### src/rtl/argon_sequencer_if.sv
// Memory request bus between the Argon sequencer (master) and the memory port (slave).
// Handshake: a transfer completes on the rising edge where mem_re or mem_we is high and
// mem_busy is low; mem_address and the strobe stay stable until that edge, mem_rdata is valid on it.
interface argon_sequencer_if #(
  parameter int XLEN = 16,
  parameter int ILEN = 32
) ();
  logic [XLEN-1:0] mem_address;
  logic            mem_re;
  logic            mem_we;
  logic            mem_busy;
  logic [ILEN-1:0] mem_rdata;

  modport master (
    output mem_address,
    output mem_re,
    output mem_we,
    input  mem_busy,
    input  mem_rdata
  );

  modport slave (
    input  mem_address,
    input  mem_re,
    input  mem_we,
    output mem_busy,
    output mem_rdata
  );
endinterface

### src/rtl/argon_sequencer.sv
// Multi-cycle IF/ID/EX/MEM/WB control sequencer for the Argon core: PC, IR, memory handshake, retire.
// Optional ARGON_SEQ_PERF_EN adds free-running cycle and retire counters.
module argon_sequencer #(
  parameter int              XLEN         = 16,
  parameter int              ILEN         = 32,
  parameter logic [XLEN-1:0] RESET_VECTOR = '0,
  parameter int              PC_STEP      = 4,
  parameter int              TIMEOUT_W    = 8
) (
  input  logic                i_clk,
  input  logic                i_reset,
  input  logic                i_halt,
  argon_sequencer_if.master   mem,
  input  logic                i_dec_is_load,
  input  logic                i_dec_is_store,
  input  logic                i_dec_writes_rd,
  input  logic                i_branch_taken,
  input  logic [XLEN-1:0]     i_branch_target,
  input  logic [XLEN-1:0]     i_ex_address,
  output logic [XLEN-1:0]     o_pc,
  output logic [ILEN-1:0]     o_instruction,
  output logic [XLEN-1:0]     o_load_data,
  output logic [2:0]          o_stage,
  output logic                o_reg_write_en,
  output logic                o_retire,
  output logic                o_fault
`ifdef ARGON_SEQ_PERF_EN
  ,
  output logic [31:0]         o_cycle_count,
  output logic [31:0]         o_retire_count
`endif
);

  typedef enum logic [2:0] {
    S_IF    = 3'd0,
    S_ID    = 3'd1,
    S_EX    = 3'd2,
    S_MEM   = 3'd3,
    S_WB    = 3'd4,
    S_FAULT = 3'd7
  } state_e;

  localparam logic [XLEN-1:0]      PC_INC    = XLEN'(PC_STEP);
  localparam logic [TIMEOUT_W-1:0] WAIT_LAST = {{(TIMEOUT_W-1){1'b1}}, 1'b0};

  state_e                state_q, state_d;
  logic [XLEN-1:0]       pc_q, pc_d;
  logic [ILEN-1:0]       ir_q, ir_d;
  logic [XLEN-1:0]       load_data_q, load_data_d;
  logic                  re_q, re_d;
  logic                  we_q, we_d;
  logic [TIMEOUT_W-1:0]  wait_q, wait_d;
  logic                  br_taken_q, br_taken_d;
  logic [XLEN-1:0]       br_target_q, br_target_d;
  logic [XLEN-1:0]       ex_addr_q, ex_addr_d;
  logic                  mem_load_q, mem_load_d;

  always_ff @(posedge i_clk) begin
    if (i_reset) begin
      state_q     <= S_IF;
      pc_q        <= RESET_VECTOR;
      ir_q        <= '0;
      load_data_q <= '0;
      re_q        <= 1'b0;
      we_q        <= 1'b0;
      wait_q      <= '0;
      br_taken_q  <= 1'b0;
      br_target_q <= '0;
      ex_addr_q   <= '0;
      mem_load_q  <= 1'b0;
    end else begin
      state_q     <= state_d;
      pc_q        <= pc_d;
      ir_q        <= ir_d;
      load_data_q <= load_data_d;
      re_q        <= re_d;
      we_q        <= we_d;
      wait_q      <= wait_d;
      br_taken_q  <= br_taken_d;
      br_target_q <= br_target_d;
      ex_addr_q   <= ex_addr_d;
      mem_load_q  <= mem_load_d;
    end
  end

  // Halt leaves every next-state equal to current state, so nothing moves while it is high.
  always_comb begin
    state_d     = state_q;
    pc_d        = pc_q;
    ir_d        = ir_q;
    load_data_d = load_data_q;
    re_d        = re_q;
    we_d        = we_q;
    wait_d      = wait_q;
    br_taken_d  = br_taken_q;
    br_target_d = br_target_q;
    ex_addr_d   = ex_addr_q;
    mem_load_d  = mem_load_q;
    if (!i_halt) begin
      case (state_q)
        S_IF: begin
          if (!re_q) begin
            re_d = 1'b1;
          end else if (!mem.mem_busy) begin
            ir_d   = mem.mem_rdata;
            re_d   = 1'b0;
            wait_d = '0;
            state_d = S_ID;
          end
        end
        S_ID: state_d = S_EX;
        S_EX: begin
          br_taken_d  = i_branch_taken;
          br_target_d = i_branch_target;
          ex_addr_d   = i_ex_address;
          mem_load_d  = i_dec_is_load;
          state_d     = (i_dec_is_load || i_dec_is_store) ? S_MEM : S_WB;
        end
        S_MEM: begin
          if (!re_q && !we_q) begin
            re_d = mem_load_q;
            we_d = !mem_load_q;
          end else if (!mem.mem_busy) begin
            if (mem_load_q) load_data_d = mem.mem_rdata[XLEN-1:0];
            re_d    = 1'b0;
            we_d    = 1'b0;
            wait_d  = '0;
            state_d = S_WB;
          end
        end
        S_WB: begin
          pc_d    = br_taken_q ? br_target_q : pc_q + PC_INC;
          state_d = S_IF;
        end
        S_FAULT: begin
          state_d = S_FAULT;
        end
        default: state_d = S_FAULT;
      endcase
      // A busy cycle that would make the counter saturate aborts the transfer for good.
      if ((re_q || we_q) && mem.mem_busy) begin
        wait_d = wait_q + 1'b1;
        if (wait_q == WAIT_LAST) begin
          re_d    = 1'b0;
          we_d    = 1'b0;
          state_d = S_FAULT;
        end
      end
    end
  end

  assign mem.mem_address = (state_q == S_MEM) ? ex_addr_q : pc_q;
  assign mem.mem_re      = re_q && !i_halt;
  assign mem.mem_we      = we_q && !i_halt;

  assign o_pc           = pc_q;
  assign o_instruction  = ir_q;
  assign o_load_data    = load_data_q;
  assign o_stage        = state_q;
  assign o_retire       = (state_q == S_WB) && !i_halt;
  assign o_reg_write_en = o_retire && i_dec_writes_rd;
  assign o_fault        = (state_q == S_FAULT);

`ifdef ARGON_SEQ_PERF_EN
  logic [31:0] cycle_cnt_q;
  logic [31:0] retire_cnt_q;

  always_ff @(posedge i_clk) begin
    if (i_reset) begin
      cycle_cnt_q  <= '0;
      retire_cnt_q <= '0;
    end else begin
      if (!i_halt) cycle_cnt_q <= cycle_cnt_q + 32'd1;
      if (o_retire) retire_cnt_q <= retire_cnt_q + 32'd1;
    end
  end

  assign o_cycle_count  = cycle_cnt_q;
  assign o_retire_count = retire_cnt_q;
`endif

endmodule

### src/flat_wrapper.sv
// flat-port wrapper written by rule: the top's interface ports become plain ports
module argon_sequencer_flat 
#(
  parameter int              XLEN         = 16,
  parameter int              ILEN         = 32,
  parameter logic [XLEN-1:0] RESET_VECTOR = '0,
  parameter int              PC_STEP      = 4,
  parameter int              TIMEOUT_W    = 8
)
  (i_clk, i_reset, i_halt, i_dec_is_load, i_dec_is_store, i_dec_writes_rd, i_branch_taken, i_branch_target, i_ex_address, o_pc, o_instruction, o_load_data, o_stage, o_reg_write_en, o_retire, o_fault, mem_mem_address, mem_mem_re, mem_mem_we, mem_mem_busy, mem_mem_rdata);
  argon_sequencer_if #(.XLEN(XLEN), .ILEN(ILEN)) mem_i ();
  input  logic i_clk;
  input  logic i_reset;
  input  logic i_halt;
  input  logic i_dec_is_load;
  input  logic i_dec_is_store;
  input  logic i_dec_writes_rd;
  input  logic i_branch_taken;
  input  logic [XLEN-1:0] i_branch_target;
  input  logic [XLEN-1:0] i_ex_address;
  output logic [XLEN-1:0] o_pc;
  output logic [ILEN-1:0] o_instruction;
  output logic [XLEN-1:0] o_load_data;
  output logic [2:0] o_stage;
  output logic o_reg_write_en;
  output logic o_retire;
  output logic o_fault;
  output wire logic [$bits(mem_i.mem_address)-1:0] mem_mem_address;
  output wire logic [$bits(mem_i.mem_re)-1:0] mem_mem_re;
  output wire logic [$bits(mem_i.mem_we)-1:0] mem_mem_we;
  input wire logic [$bits(mem_i.mem_busy)-1:0] mem_mem_busy;
  input wire logic [$bits(mem_i.mem_rdata)-1:0] mem_mem_rdata;
  assign mem_mem_address = mem_i.mem_address;
  assign mem_mem_re = mem_i.mem_re;
  assign mem_mem_we = mem_i.mem_we;
  assign mem_i.mem_busy = mem_mem_busy;
  assign mem_i.mem_rdata = mem_mem_rdata;
  argon_sequencer #(.XLEN(XLEN), .ILEN(ILEN), .RESET_VECTOR(RESET_VECTOR), .PC_STEP(PC_STEP), .TIMEOUT_W(TIMEOUT_W)) u_core (.i_clk(i_clk), .i_reset(i_reset), .i_halt(i_halt), .mem(mem_i), .i_dec_is_load(i_dec_is_load), .i_dec_is_store(i_dec_is_store), .i_dec_writes_rd(i_dec_writes_rd), .i_branch_taken(i_branch_taken), .i_branch_target(i_branch_target), .i_ex_address(i_ex_address), .o_pc(o_pc), .o_instruction(o_instruction), .o_load_data(o_load_data), .o_stage(o_stage), .o_reg_write_en(o_reg_write_en), .o_retire(o_retire), .o_fault(o_fault));
endmodule
### config.mk
export PLATFORM = sky130hd
export DESIGN_NAME = argon_sequencer_flat
export DESIGN_NICKNAME = d
export VERILOG_FILES = /design/src/rtl/argon_sequencer_if.sv /design/src/rtl/argon_sequencer.sv /design/src/flat_wrapper.sv
export SDC_FILE = /design/constraint.sdc
export NUM_CORES = 1
export LEC_CHECK = 0
export CAP_MARGIN = 10
export CORE_MARGIN = 5
export CORE_UTILIZATION = 46
export DETAILED_ROUTE_END_ITERATION = 10
export PLACE_DENSITY = 0.8
export SKIP_CTS_REPAIR_TIMING = 1
export SYNTH_ARGS = -nofsm -noshare
export SYNTH_HDL_FRONTEND = slang
export SYNTH_SLANG_ARGS = --single-unit
### constraint.sdc
create_clock -name i_clk -period 2.1 [get_ports i_clk]
set_input_delay 0.42 -clock i_clk [delete_from_list [all_inputs] [get_ports i_clk]]
set_output_delay 0.42 -clock i_clk [all_outputs]
set_load 0.01 [all_outputs]
==> flow_metrics.env <==
export IMPL_status="completed"
export IMPL_cp_cell_sequence="or4b_4, inv_4, and2_1, clkbuf_2"
export IMPL_clock_power_share=0.321
export IMPL_synth_area_per_cell_um2=7.80
export IMPL_io_buffers=159
export IMPL_synth_top_cells_by_area="dfxtp_1, nand2_1, a21oi_1"
export IMPL_fin_crit_sh=0.966
export IMPL_vias=5003
export IMPL_syn2layout_area_growth_pct=45.1
export IMPL_grtUsageTotal=0.225
export IMPL_switching_share=0.248
export IMPL_setup_worst_path_end_class="output port"
export IMPL_dieArea_mm2=0.0127
export IMPL_power_mw=4.03
export IMPL_die_w_um=113
export IMPL_final_setup_skew_ns=0.00664
export IMPL_fin_util=0.681
export IMPL_clock_sinks=111
export IMPL_critPathKind="reg -> out"
export IMPL_internal_power_mw=3.03
export IMPL_io_pins=160
export IMPL_critical_path_required_ns=1.68
export IMPL_powerDensity_mw_per_mm2=573
export IMPL_max_vdd_ir_drop_uv=347
export IMPL_coreArea_mm2=0.0103
export IMPL_clockRootBuffer="clkbuf_8"
export IMPL_synth_edf_count=0
export IMPL_layout_drive_gt1_share=0.0887
export IMPL_max_cap_violations=0
export IMPL_syn_cell_area_mm2=0.00485
export IMPL_gr_total_overflow=0
export IMPL_ys_types=57
export IMPL_wl_mm=14.8
export IMPL_rsz0062_at_grt="no"
export IMPL_synth_most_common_cell="nand2_1"
export IMPL_start_util=0.469
export IMPL_synth_top_cell_by_area="dfxtp_1"
export IMPL_hp_class="in -> reg"
export IMPL_viasPerCell=5.41
export IMPL_p_sw_mw=0.997
export IMPL_routabilityCongestion=0.909
export IMPL_ys_ff_latch=111
export IMPL_die_h_um=113
export IMPL_fin_nets=859
export IMPL_clockBufferDepth=2
export IMPL_synthTopCellsByCount="nand2_1, dfxtp_1, a21oi_1"
export IMPL_p_comb_frac=0.134
export IMPL_cp_arrival_ns=1.61
export IMPL_drt_initial_drc_count=341
export IMPL_fmax_mhz=493
export IMPL_rows=37
export IMPL_drtAntennaViolNets=0
export IMPL_synthArstFlopShare=0
export IMPL_antenna_found_initial=0
export IMPL_critPathMaxFanout=4
export IMPL_worst_pin_slew_ns=0.404
export IMPL_synthCells=621
export IMPL_cts_tree="done"
export IMPL_grt_pass1_vias=4934
export IMPL_first_pass_iters=6
export IMPL_ys_seq_area_frac=0.459
export IMPL_seqPwrFrac=0.546
export IMPL_avgRoutedWirePerCell_um=16.0
export IMPL_maxSlewHeadroom=0.731
export IMPL_drcViolationCount=0
export IMPL_power_leakage_nw=2.94
export IMPL_syn_num_nets=696
export IMPL_critPathLaunchType="register"
export IMPL_maxSlewViolCount=0
export IMPL_antenna_cells=0
export IMPL_cpMaxStageDelayCell="or4b_4"
export IMPL_synthFlopType="dfxtp_1"
export IMPL_synth_top_cell_area_share=0.459
export IMPL_clk_pin_slew_ns=0.10
export IMPL_worst_hold_slack_ns=0.450
export IMPL_grt_max_degree=43
export IMPL_min_period_ns=2.03
export IMPL_grt_pass1_wl_mm=23.7
export IMPL_finalSetupViolCount=0
export IMPL_critPathMaxStageDelay_ns=0.58
export IMPL_clk_insertion_delay_late_ns=0.36
export IMPL_dp_hpwl_mm=10.8
export IMPL_yosys_warnings=0
export IMPL_cts_max_level=3
export IMPL_numCtsBuffers=9
export IMPL_finalHoldViolCount=0
## stage by stage
stage | instances | setup WS [ns] | setup TNS [ns] | area (µm²)
final | 925 | 0.0711 | 0 | 7030
after global routing | 925 | 0.00373 | 0 | 7030
after CTS | 925 | -0.470 | -6.20 | 6960
after detailed placement | 909 | -0.465 | -2.76 | 6760
after global placement | 909 | -0.454 | -1.95 | 6760
after floorplan | 621 | 0.0608 | 0 | 4850
## critical path: cells and delay by family (launching register included)
family | cells | cell delay (ns)
AND/OR/NAND/NOR | 2 | 0.69
flip-flops | 1 | 0.36
buffers and inverters | 2 | 0.20
## cells by family (layout without fill, tap and decap cells)
family | count (synthesis) | after routing | share of synthesized area
AO/OA/AOI/OAI | 138 | 138 | 0.168
flip-flops | 111 | 111 | 0.459
AND/OR/NAND/NOR | 288 | 288 | 0.258
multiplexers | 25 | 25 | 0.0519
adder cells (fa/ha/maj) | 3 | 3 | 0.00775
buffers and inverters | 56 | 224 | 0.0565
## layer usage
layer  up-vias  GRT usage  part of all wire
li1       2436          -                 -
met1      2317      0.259              0.40
met2       214      0.378              0.47
met3        36     0.0857              0.10
met4         0     0.0873             0.026
met5         -          0                 0
## layout make-up
| type | count | area, µm² |
|---|---|---|
| Fill cell | 828 | 3290 |
| Clock buffer | 11 | 141 |
| Timing Repair Buffer | 197 | 2030 |
| Multi-Input combinational cell | 454 | 2360 |
| Clock inverter | 5 | 56.3 |
| Inverter | 11 | 43.8 |
| Sequential cell | 111 | 2220 |
| Tap cell | 136 | 170 |
## state kept, by name (all words and copies together) (netlist names)
name,cells
u_core.ex_addr_q,16
u_core.o_instruction,32
u_core.re_q,1
u_core.o_load_data,16
u_core.br_taken_q,1
u_core.mem_load_q,1
u_core.we_q,1
u_core.wait_q,8
u_core.o_pc,16
u_core.o_stage,3
u_core.br_target_q,16
## placed cells by master, fill, tap and decap left out, types with 4 or more instances in the layout
cell / instances
a21oi_1: 88
a22oi_1: 9
and3_1: 4
buf_12: 9
buf_4: 28
clkbuf_8: 10
clkdlybuf4s50_1: 137
dfxtp_1: 109
dlymetal6s2s_1: 19
inv_1: 10
mux2i_1: 24
nand2_1: 194
nand3_1: 9
nand4_1: 6
nor2_1: 32
nor2b_1: 5
nor3_1: 13
o21ai_0: 10
or4_1: 4
## power by group through the flow
stage / registers [mW] / clock network, mW / logic, mW
after global placement: 2.24 / 0 / 0.522
after floorplan: 2.24 / 0 / 0.215
final: 2.20 / 1.29 / 0.538
after CTS: 2.20 / 1.32 / 0.535
after detailed placement: 2.24 / 0 / 0.533
after global routing: 2.20 / 1.42 / 0.582
## worst paths after layout
kind,startpoint,to,slack [ns],depth (start not counted)
max,u_core.o_stage[1]$_SDFFE_PP0N_,o_reg_write_en,0.07,4
min,i_reset,u_core.o_load_data[2]$_SDFFE_PP0P_,0.45,2
max reg2reg,u_core.o_stage[1]$_SDFFE_PP0N_,u_core.o_pc[8]$_SDFFE_PP0P_,0.15,5
min reg2reg,u_core.o_instruction[15]$_SDFFE_PP0P_,u_core.o_instruction[15]$_SDFFE_PP0P_,0.46,2
Note: power is estimated with default switching activity, not from simulation.
